$ cat src/rtl/dac_update_scheduler.sv
// Round-robin scheduler feeding per-channel DAC codes to a single I2C writer, with
// coalescing shadow registers, periodic refresh of loaded channels and start-timeout detection.
module dac_update_scheduler #(
    parameter int unsigned CH_W           = 1,
    parameter int unsigned VALUE_W        = 12,
    parameter int unsigned REFRESH_CYCLES = 0,
    parameter int unsigned START_TIMEOUT  = 1024
) (
    input  logic                           clk,
    input  logic                           rst,
    input  logic [(2**CH_W)-1:0]           ch_req,
    input  logic [(2**CH_W)*VALUE_W-1:0]   ch_value,
    output logic [(2**CH_W)-1:0]           ch_pending,
    output logic                           wr_enable,
    output logic [CH_W-1:0]                wr_channel,
    output logic [VALUE_W-1:0]             wr_value,
    input  logic                           wr_busy,
    output logic                           done_valid,
    output logic [CH_W-1:0]                done_channel,
    output logic                           timeout_err,
    input  logic                           err_clr,
    output logic                           busy
);

    localparam int unsigned NUM_CH = 2**CH_W;
    localparam int unsigned TO_W   = $clog2(START_TIMEOUT);

    typedef enum logic [1:0] {StIdle, StIssue, StWaitDone} state_e;

    state_e               state_q, state_d;
    logic [VALUE_W-1:0]   shadow_q [NUM_CH];
    logic [VALUE_W-1:0]   shadow_d [NUM_CH];
    logic [NUM_CH-1:0]    pending_q, pending_d;
    logic [NUM_CH-1:0]    loaded_q, loaded_d;
    logic [CH_W-1:0]      last_grant_q, last_grant_d;
    logic [CH_W-1:0]      wr_channel_q, wr_channel_d;
    logic [VALUE_W-1:0]   wr_value_q, wr_value_d;
    logic                 wr_enable_q;
    logic                 done_q, done_d;
    logic [TO_W-1:0]      to_cnt_q, to_cnt_d;
    logic                 timeout_err_q, timeout_err_d;
    logic                 timeout_fire;
    logic                 refresh_tick;
    logic                 grant_found;
    logic [CH_W-1:0]      grant_ch;
    logic [CH_W-1:0]      cand;

    if (REFRESH_CYCLES != 0) begin : g_refresh
        localparam int unsigned RW = (REFRESH_CYCLES > 1) ? $clog2(REFRESH_CYCLES) : 1;
        logic [RW-1:0] rcnt_q;

        assign refresh_tick = (rcnt_q == RW'(REFRESH_CYCLES - 1));

        always_ff @(posedge clk) begin
            if (rst || refresh_tick) begin
                rcnt_q <= '0;
            end else begin
                rcnt_q <= rcnt_q + RW'(1);
            end
        end
    end else begin : g_no_refresh
        assign refresh_tick = 1'b0;
    end

    // First pending channel after the last grant, wrapping; CH_W-bit sum wraps naturally.
    always_comb begin
        grant_found = 1'b0;
        grant_ch    = '0;
        cand        = '0;
        for (int unsigned k = 1; k <= NUM_CH; k++) begin
            cand = last_grant_q + CH_W'(k);
            if (!grant_found && pending_q[cand]) begin
                grant_found = 1'b1;
                grant_ch    = cand;
            end
        end
    end

    always_comb begin
        state_d      = state_q;
        shadow_d     = shadow_q;
        pending_d    = pending_q;
        loaded_d     = loaded_q;
        last_grant_d = last_grant_q;
        wr_channel_d = wr_channel_q;
        wr_value_d   = wr_value_q;
        to_cnt_d     = to_cnt_q;
        done_d       = 1'b0;
        timeout_fire = 1'b0;

        unique case (state_q)
            StIdle: begin
                if (grant_found && !wr_busy) begin
                    wr_channel_d        = grant_ch;
                    wr_value_d          = shadow_q[grant_ch];
                    pending_d[grant_ch] = 1'b0;
                    last_grant_d        = grant_ch;
                    to_cnt_d            = '0;
                    state_d             = StIssue;
                end
            end
            StIssue: begin
                if (wr_busy) begin
                    state_d = StWaitDone;
                end else if (to_cnt_q == TO_W'(START_TIMEOUT - 1)) begin
                    timeout_fire            = 1'b1;
                    pending_d[wr_channel_q] = 1'b1;
                    state_d                 = StIdle;
                end else begin
                    to_cnt_d = to_cnt_q + TO_W'(1);
                end
            end
            StWaitDone: begin
                if (!wr_busy) begin
                    done_d  = 1'b1;
                    state_d = StIdle;
                end
            end
            default: state_d = StIdle;
        endcase

        if (refresh_tick) begin
            pending_d = pending_d | loaded_q;
        end

        // Requests are applied last so they win over a same-cycle grant clear.
        for (int i = 0; i < NUM_CH; i++) begin
            if (ch_req[i]) begin
                shadow_d[i]  = ch_value[i*VALUE_W +: VALUE_W];
                pending_d[i] = 1'b1;
                loaded_d[i]  = 1'b1;
            end
        end

        if (timeout_fire) begin
            timeout_err_d = 1'b1;
        end else if (err_clr) begin
            timeout_err_d = 1'b0;
        end else begin
            timeout_err_d = timeout_err_q;
        end
    end

    always_ff @(posedge clk) begin
        if (rst) begin
            state_q       <= StIdle;
            shadow_q      <= '{default: '0};
            pending_q     <= '0;
            loaded_q      <= '0;
            last_grant_q  <= '1;
            wr_channel_q  <= '0;
            wr_value_q    <= '0;
            wr_enable_q   <= 1'b0;
            done_q        <= 1'b0;
            to_cnt_q      <= '0;
            timeout_err_q <= 1'b0;
        end else begin
            state_q       <= state_d;
            shadow_q      <= shadow_d;
            pending_q     <= pending_d;
            loaded_q      <= loaded_d;
            last_grant_q  <= last_grant_d;
            wr_channel_q  <= wr_channel_d;
            wr_value_q    <= wr_value_d;
            wr_enable_q   <= (state_d == StIssue);
            done_q        <= done_d;
            to_cnt_q      <= to_cnt_d;
            timeout_err_q <= timeout_err_d;
        end
    end

    assign ch_pending   = pending_q;
    assign wr_enable    = wr_enable_q;
    assign wr_channel   = wr_channel_q;
    assign wr_value     = wr_value_q;
    assign done_valid   = done_q;
    assign done_channel = wr_channel_q;
    assign timeout_err  = timeout_err_q;
    assign busy         = (state_q != StIdle) || (|pending_q);

endmodule

$ cat config.mk
export PLATFORM = sky130hd
export DESIGN_NAME = dac_update_scheduler
export DESIGN_NICKNAME = d
export VERILOG_FILES = /design/src/rtl/dac_update_scheduler.sv
export SDC_FILE = /design/constraint.sdc
export NUM_CORES = 1
export LEC_CHECK = 0
export CAP_MARGIN = 15
export CORE_MARGIN = 2
export CORE_UTILIZATION = 40
export CTS_BUF_LIST = sky130_fd_sc_hd__clkbuf_2 sky130_fd_sc_hd__clkbuf_4 sky130_fd_sc_hd__clkbuf_8
export CTS_CLUSTER_DIAMETER = 80
export DETAILED_ROUTE_END_ITERATION = 6
export PLACE_DENSITY = 0.65
export SYNTH_ARGS = -nofsm -noshare
export SYNTH_HDL_FRONTEND = slang
export SYNTH_SLANG_ARGS = --single-unit
$ cat constraint.sdc
create_clock -name clk -period 1.73 [get_ports clk]
set_input_delay 0.173 -clock clk [delete_from_list [all_inputs] [get_ports clk]]
set_output_delay 0.173 -clock clk [all_outputs]
set_load 0.02 [all_outputs]
After elaboration in Yosys (flattened, before gate mapping)

Index checks and enable logic that the tools add are counted.

Register bits after elaboration: 55
Input bits: 30
Output and inout bits: 20
Logic and storage cells: 94

$add $sub $neg: 2
$lt $le $gt $ge: 7
Equality and inequality tests: 13
Muxes and demuxes: 36
Bitwise operators: 5
Reductions and logical operators: 19

Operators with widths:

| cell                                                        | count |
|---|---|
| 2-to-1 mux 12 bit                                           | 3 |
| 2-to-1 mux 10 bit                                           | 3 |
| case mux 10 bit (2 select lines)                            | 1 |
| 2-to-1 mux 1 bit                                            | 18 |
| inequality test 3 bit (second input constant)               | 6 |
| 2-to-1 mux 2 bit                                            | 7 |
| AND reduction 4 bit                                         | 3 |
| adder 10 x 1 -> 10 bit (second input constant)              | 1 |
| equality test 10 bit (second input constant)                | 1 |
| less-than comparator 1 x 2 -> 1 bit (second input constant) | 4 |
| inequality test 2 bit (second input constant)               | 3 |
| case mux 2 bit (3 select lines)                             | 1 |
| nonzero test 2 bit                                          | 3 |
| nonzero test 3 bit                                          | 2 |
| equality test 2 x 1 -> 1 bit (second input constant)        | 2 |
| logical AND 1 bit                                           | 4 |
| case mux 2 bit (2 select lines)                             | 1 |
| OR reduction 2 bit                                          | 2 |
| AND 2 bit                                                   | 1 |
| demux 1 bit (select 1 bit)                                  | 2 |
| equality test 2 bit (second input constant)                 | 1 |
| greater-or-equal comparator 1 bit (second input constant)   | 2 |
| greater-or-equal comparator 2 bit (second input constant)   | 1 |
| zero test 1 bit                                             | 2 |
| 8 further kinds                                             | 8 |

Logic depth before layout (Yosys ltp)

Gate-level depths: netlist of the first run.

Depth after elaboration: 16
Depth in mapped cells: 7

Worst setup path before layout of the first run

OpenSTA, ideal clock, no wires.

Kind: register -> register
Start point: register to_cnt_q[0]
End point: register to_cnt_q[8]
Setup time: 0.070 ns
Arrival: 1.463 ns
Data required time: 1.660 ns
Slack: 0.197 ns
Cell stages (with the launch flop): 7
Buffers on the path: 1
Period minus slack after synthesis: 1.533 ns
Cells stage by stage: dfxtp_1 -> ha_1 -> nand3_1 -> nor3_1 -> clkbuf_1 -> or4_1 -> a21oi_1

Word-level cells in the longest chain between the ends: 4
Elaborated cells between the ends (all ways): 7
Those cells by class: add/sub (1); eq/ne (2); mux (3); reduce/logical (1)

Ends and longest elaborated chain:

| what                             | line | RTL |
|---|---|---|
| start: declaration               | 40   | `logic [TO_W-1:0] to_cnt_q, to_cnt_d;` |
| start signal: assignment         | 167  | `to_cnt_q <= to_cnt_d;` |
| adder 10 x 1 -> 10 bit           | 110  | `to_cnt_d = to_cnt_q + TO_W'(1);` |
| 2-to-1 mux 10 bit                | 105  | `end else if (to_cnt_q == TO_W'(START_TIMEOUT - 1)) begin` |
| 2-to-1 mux 10 bit                | 103  | `if (wr_busy) begin` |
| case mux 10 bit (2 select lines) | 91   | `unique case (state_q)` |

Several ways; a longest one is shown, not always the timed one. The select of a mux whose other input is x is not followed.
A chain may end at the register's enable or synchronous reset.

Final worst setup path of the first run

Start point: register to_cnt_q[0]
End point: register pending_q[0], in the netlist ch_pending[0]

Word-level cells in the longest chain between the ends: 3

Ends and longest elaborated chain:

| what                                   | line | RTL |
|---|---|---|
| equality test 10 bit                   | 105  |  |
| inequality test 3 bit (no source line) | --   |  |
| AND reduction 4 bit (no source line)   | --   |  |
| end signal: assignment                 | 160  | `pending_q <= pending_d;` |
| end: declaration                       | 33   | `logic [NUM_CH-1:0] pending_q, pending_d;` |

Every way passes these cells.

==> results of run 1 <==
==> layout make-up <==
class                      instances  area [um^2]  area share
tap                               72         90.1      0.0296
clock inverter                     3         22.5     0.00741
timing repair buffer              69          656       0.216
clock buffer                       5         68.8      0.0226
multi-input combinational        166         1090       0.359
inverter                           3         11.3     0.00370
sequential                        55         1100       0.362
==> power groups by stage <==
stage	clock, W	combinational (W)	sequential (W)
4_1_cts	0.000766	0.000445	0.00137
3_5_place_dp	0	0.000445	0.00140
2_1_floorplan	0	0.000206	0.00143
6_report	0.000733	0.000438	0.00137
5_1_grt	0.000820	0.000478	0.00138
3_3_place_gp	0	0.000442	0.00140
==> through the flow <==
stage | util | setup slack, ns
detailed placement | 0.536 | -0.0512
floorplan | - | 0.197
finish | 0.552 | 0.156
CTS | 0.552 | 0.0270
global route | 0.552 | -0.00769
global placement | 0.536 | -0.00981
==> cells in the mapped netlist (2+ instances only) <==
library cell  count  area, um^2
or2_1             3        18.8
a2111oi_0         2        17.5
or3_1             9        56.3
buf_4             2        15.0
o21ai_0           6        30.0
and2_1            3        18.8
nand3_1           5        25.0
o31ai_1           2        15.0
a21oi_1          13        65.1
mux2i_1          36         360
o21ai_1           4        20.0
nor2_1           39         146
clkbuf_1          9        33.8
buf_2             7        35.0
a211oi_1         13        97.6
inv_1             3        11.3
nand2_1           7        26.3
nand4_1           6        37.5
dfxtp_1          55        1100
or4_1             2        15.0
==> what timing repair did <==
item	in CTS	in global routing
hold buffers	0	0
endpoints found under the setup margin	1	11
hold endpoints to repair	0	0
gates resized for setup	2	2
cloned	0	0
==> kinds of logic (layout without fill, tap and decap cells) <==
| group | after synthesis | after routing | synth area share |
|---|---|---|---|
| muxes | 36 | 36 | 0.158 |
| DFF | 55 | 55 | 0.482 |
| xor gates and xnor gates | 1 | 1 | 0.00383 |
| AOI/OAI and AO/OA | 42 | 42 | 0.115 |
| buffers and inverters | 22 | 80 | 0.0432 |
| adders and majority gates | 1 | 1 | 0.00547 |
| and+or+nand+nor | 86 | 86 | 0.193 |
==> cells in the final DEF, fill, tap and decap left out, types with 4 or more instances in the layout <==
master	count
clkdlybuf4s50_1	47
clkbuf_8	5
nor2_1	39
buf_4	18
a21oi_1	13
dfxtp_1	55
nand4_1	6
or3_1	9
a211oi_1	13
nand3_1	5
o21ai_0	6
mux2i_1	36
nand2_1	7
o21ai_1	4
==> how the worst max path moves through the flow <==
stage,start,to,slack [ns]
detailed placement,wr_busy,to_cnt_q[9]$_SDFFE_PP0P_,-0.05
floorplan,to_cnt_q[0]$_SDFFE_PP0P_,to_cnt_q[8]$_SDFFE_PP0P_,0.20
finish,to_cnt_q[0]$_SDFFE_PP0P_,ch_pending[0]$_SDFFE_PP0P_,0.16
global route,to_cnt_q[0]$_SDFFE_PP0P_,ch_pending[0]$_SDFFE_PP0P_,-0.008
CTS,ch_pending[1]$_SDFFE_PP0P_,busy,0.03
global placement,wr_busy,to_cnt_q[9]$_SDFFE_PP0P_,-0.01
==> worst reg2reg max path, cell delays in order, from the launching register on <==
cell and delay [ns]:
dfxtp_1 0.38, ha_1 0.19, nand3_1 0.12, buf_4 0.15
nor4_1 0.28, buf_4 0.18, nand2b_1 0.05, a31oi_1 0.15
==> layer usage <==
metal / vias up / global-route usage / wire [um]
met5: - / 0 / 0
met4: 0 / 0.0621 / 57
met3: 7 / 0.0464 / 277
met2: 44 / 0.267 / 2190
met1: 873 / 0.220 / 2380
li1: 973 / - / -
==> flip-flops by register name, summed over array words and instances (netlist names) <==
register,flops
wr_enable,1
to_cnt_q,10
last_grant_q,1
state_q,2
done_valid,1
done_channel,1
shadow_q,24
wr_value,12
ch_pending,2
timeout_err,1
==> impl_results.md, run 1 <==
* P_sw at 0.000685 W
* CTS Buffer Depth at 2
* Area Growth Syn to Fin at 33.0%
* Grt ovf at 0
* #FFs+latches synth at 55
* CTS tree: done
* Hold Slack at about 0.23 ns
* Sequential fraction of the synthesis area at 0.482
* Power share of the combinational group at 0.172
* Cells after DPL at between 300 and 400
* Post-route design area at just over 3000 um^2
* Yosys warning total at 0
* H-tree depth at 2
* Number of synthesized flops with an enable pin at 0
* Vias post-DR at between 1500 and 2000
* Status: completed
* Inserted Diodes at 0
* Vias per cell at 5.09
* Worst-path maximum fanout at 4
* Critical path's most frequent cell: buf_4
* Clock power share at 0.288
* Crit. path cell count at 7
* Pwr Density at 836 nW/um^2
* Post-route ant nets at 0
* Gp weighted congestion at 0.807
* Initial Util at 0.415
* CTS root buf: clkbuf_8
* Asr flop ratio synth at 0
* Die Ht at around 80 um
* PortBufs at 49
* Worst hold path class: input pin to register
* LEAKAGE at between 1 and 1.5 nW
* Min Tclk post-route at 1.57 ns
* Syn Nets at 274
* Final wirelength at 4910 um
* WHS Path Cells at 2
* Max_cap viols at 0
* Worst path bufs/invs at 2
* Initial DRC Count at 66
* Endpoint of the worst register-to-register path: ch_pending[0]$_SDFFE_PP0P_
* Synth cell types at 37
* Setup Buffers After CTS at 0
* DRC at 0
* Slowest stage delay, CP at 0.38 ns
* WP data required at roughly 2.0 ns
* FF-to-FF path depth at 7
* CP top delay family: simple AND/OR/NAND/NOR gates
* Max Slew Vio Count at 0
* Prevailing post-synth register cell: dfxtp_1
* Endpoints failing setup at 0
* Drt first pass iters at 4
* Pint at 0.00186 W
* IO Pins at 50
* Fill cells at 505
* Origin of the critical flop-to-flop path: to_cnt_q[0]$_SDFFE_PP0P_
* Clock sinks at 55
* Largest net degree at the start of global routing at 31
* Cell Chain, Critical Path: ha_1 > nand3_1 > buf_4 > nor4_1 > buf_4 > nand2b_1 > a31oi_1
* Startpoint Class: register
* Synth Instances at 243
* Final nets at around 330
* First-pass GRT wire length at 8340 um
* CP Capture Type: register
* Core area at 5510 um^2
* Routed len/inst at 13.2 um
* Share of layout cells above drive strength 1 at 0.113
* Vias in the first global route at 1753
* Peak supply drop at 0.000507 V
* Skew final at 0.00766 ns
* Period utilisation layout at 0.910
* Cell Area, Synth at between 2000 and 2500 um^2
* Die ar. at 6340 um^2
* Hold Fails Final Rpt at 0
* WHS Endpoint: shadow_q[22]$_SDFFE_PP0P_
* Syn avg cell area at 9.41 um^2
* Worst skew pair latency at between 0.3 and 0.4 ns
* Initial antenna violation count at 0
* Critical path's slowest cell: dfxtp_1
* Critical Path AT at ~1.8 ns
* Design Power at roughly 0.0025 W
* DPL Wire Length at about 3400 um
* Setup TNS at 0 ns
* Register share of total power at 0.539
* Net Sw Frac at 0.270
* Fin cells at 373
* R2R setup slack at 0.16 ns
* Least-Margin Pin Slew at 0.362 ns
* Worst min-delay path startpoint: rst
* Site row count at 27
* DP Area at 2950 um^2
* Slew HR at 0.753
* Width of the die at just under 80 um
* CTS buffer count at 5
* Achievable Freq at 635 MHz
* Clk slew on worst S/H paths at 0.10 ns
* Total GRT Usage at 0.169
* Critical path type: register to register
No activity file was read; power rests on OpenSTA's default activity.
==> inputs of run 2 (changes only) <==
Settings changed: MAX_ROUTING_LAYER from default to met4.
==> impl_results.md, run 2 (same netlist as run 1, synthesis figures left out) <==
* First-pass GRT wire length at 8330 um (about the same)
* Most flops, register: shadow_q
* CTS buffer count at 5 (unchanged)
* Peak supply drop at 0.000506 V (-0.10%)
* Endpoints failing setup at 0 (unchanged)
* Fin cells at 373 (unchanged)
* R2R setup slack at 0.12 ns (-0.03 ns)
* Final worst slack at 0.125 ns (-0.0310 ns)
* DPL Wire Length at 3420 um (unchanged)
* Status: completed
* Most common cell after layout, fill and taps aside: dfxtp_1
* Setup Buffers After CTS at 0 (unchanged)
* Post-route ant nets at 0 (unchanged)
* Endpoint of the worst register-to-register path: ch_pending[0]$_SDFFE_PP0P_
* Achievable Freq at 623 MHz (-1.9%)
* CTS tree: done
* Worst hold path class: input pin to register
* Most frequent cells in the layout: dfxtp_1, clkdlybuf4s50_1, nor2_1
* Slowest stage delay, CP at 0.37 ns (about the same)
* Max Slew Vio Count at 0 (unchanged)
* Min Tclk post-route at 1.61 ns (+0.0310 ns)
* Design Power at 0.00255 W (+0.15%)
* Clk slew on worst S/H paths at 0.10 ns (about the same)
* DRC at 0 (unchanged)
* Max reg flops at 24 (unchanged)
* Capture point of the worst path: ch_pending[0]$_SDFFE_PP0P_
* Origin of the critical flop-to-flop path: to_cnt_q[0]$_SDFFE_PP0P_
* Width of the die at 79.6 um (unchanged)
* Largest net degree at the start of global routing at 31 (unchanged)
* Clock sinks at 55 (unchanged)
* Site row count at 27 (unchanged)
* Die Ht at 79.6 um (unchanged)
* Core area at 5510 um^2 (unchanged)
* Final nets at 331 (unchanged)
* Worst skew pair latency at 0.31 ns (about the same)
* Grt ovf at 0 (unchanged)
* Share of layout cells above drive strength 1 at 0.113 (unchanged)
* PortBufs at 49 (unchanged)
* Gp weighted congestion at 0.818 (+1.5%)
* CP startpoint: to_cnt_q[0]$_SDFFE_PP0P_
* Least-Margin Pin Slew at 0.361 ns (-0.000702 ns)
* FF-to-FF path depth at 7 (unchanged)
* Area Growth Syn to Fin at 33.0% (unchanged)
* Skew final at 0.00842 ns (+0.000758 ns)
* Post-place setup slack at -0.0512 ns (unchanged)
* Worst-path maximum fanout at 4 (unchanged)
* Die ar. at 6340 um^2 (unchanged)
* Period utilisation layout at 0.928 (+0.0179)
* Total GRT Usage at 0.174 (+0.00457)
* WP data required at 1.98 ns (about the same)
* Max_cap viols at 0 (unchanged)
* Final Util at 0.552 (unchanged)
* Critical path's most frequent cell: buf_4
* Pwr Density at 838 nW/um^2 (+0.15%)
* Initial DRC Count at 71 (+7.6%)
* Vias post-DR at 1894 (-0.16%)
* Cell Chain, Critical Path: ha_1 > nand3_1 > buf_4 > nor4_1 > buf_4 > nand2b_1 > a31oi_1
* Hold Fails Final Rpt at 0 (unchanged)
* Critical path's slowest cell: dfxtp_1
* Initial Util at 0.415 (unchanged)
* Cells after DPL at 365 (unchanged)
* Startpoint Class: register
* Final wirelength at 4910 um (+0.14%)
* CTS Buffer Depth at 2 (unchanged)
* Inserted Diodes at 0 (unchanged)
* Critical path type: register to register
* LEAKAGE at 1.19 nW (unchanged)
* Vias per cell at 5.08 (-0.16%)
* Critical Path AT at 1.85 ns (+0.03 ns)
* Routed len/inst at 13.2 um (+0.14%)
* Initial antenna violation count at 0 (unchanged)
* H-tree depth at 2 (unchanged)
* CP Capture Type: register
* Slew HR at 0.753 (about the same)
* CTS root buf: clkbuf_8
* IO Pins at 50 (unchanged)
* Vias in the first global route at 1750 (-0.17%)
* Drt first pass iters at 4 (unchanged)
* Setup TNS at 0 ns (unchanged)
==> run 2: cell counts in the layout (fill, tap and decap cells not counted) <==
No cell type changed its count.
==> run 2: metrics by stage <==
step                hold WS, ns  cell area, um^2
CTS                       0.225             3040
global placement          0.465             2950
global route              0.231             3040
floorplan                 0.250             2290
finish                    0.231             3040
detailed placement        0.473             2950
==> run 2: critical path: cells and delay by family (launching register included) <==
kind / cells / cell delay [ns]
flip-flops: 1 / 0.37
AO/OA/AOI/OAI: 1 / 0.15
adder cells (fa/ha/maj): 1 / 0.19
AND/OR/NAND/NOR: 3 / 0.48
buffers and inverters: 2 / 0.33
==> run 2: worst min path at each step <==
stage                               from                         to  slack, ns  cells past startpoint
2_1_floorplan                    wr_busy      done_valid$_SDFF_PP0_       0.25                      1
5_1_grt                              rst  shadow_q[20]$_SDFFE_PP0P_       0.23                      2
4_1_cts                              rst  shadow_q[10]$_SDFFE_PP0P_       0.22                      2
3_5_place_dp   last_grant_q$_SDFFE_PP1P_  last_grant_q$_SDFFE_PP1P_       0.47                      2
3_3_place_gp    timeout_err$_SDFFE_PP0P_   timeout_err$_SDFFE_PP0P_       0.47                      2
6_report                             rst  shadow_q[22]$_SDFFE_PP0P_       0.23                      2
==> run 2: layer usage <==
layer  track usage  share of wire
met1         0.221           0.49
met5             -              0
met2         0.267           0.45
met4        0.0621          0.012
met3        0.0452          0.047
==> run 2: final cells by class <==
class	instances	area, um^2
clock buffers	5	68.8
clock inverters	3	22.5
fillers	505	2470
inverters	3	11.3
multi-input cells	166	1090
flip-flops and latches	55	1100
well taps	72	90.1
repair buffers	69	656
==> run 2: report_power, final <==
group | internal, W | total, W | switching, W
Clock | 0.000294 | 0.000736 | 0.000442
Combinational | 0.000229 | 0.000439 | 0.000210
Sequential | 0.00133 | 0.00137 | 0.0000368
==> run 2: timing repair <==
item                                   4_1_cts  5_1_grt
pin swaps                                    0        0
setup endpoints to repair                    1       11
endpoints found under the hold margin        0        0
resized for setup                            2        2
hold buffers                                 0        0
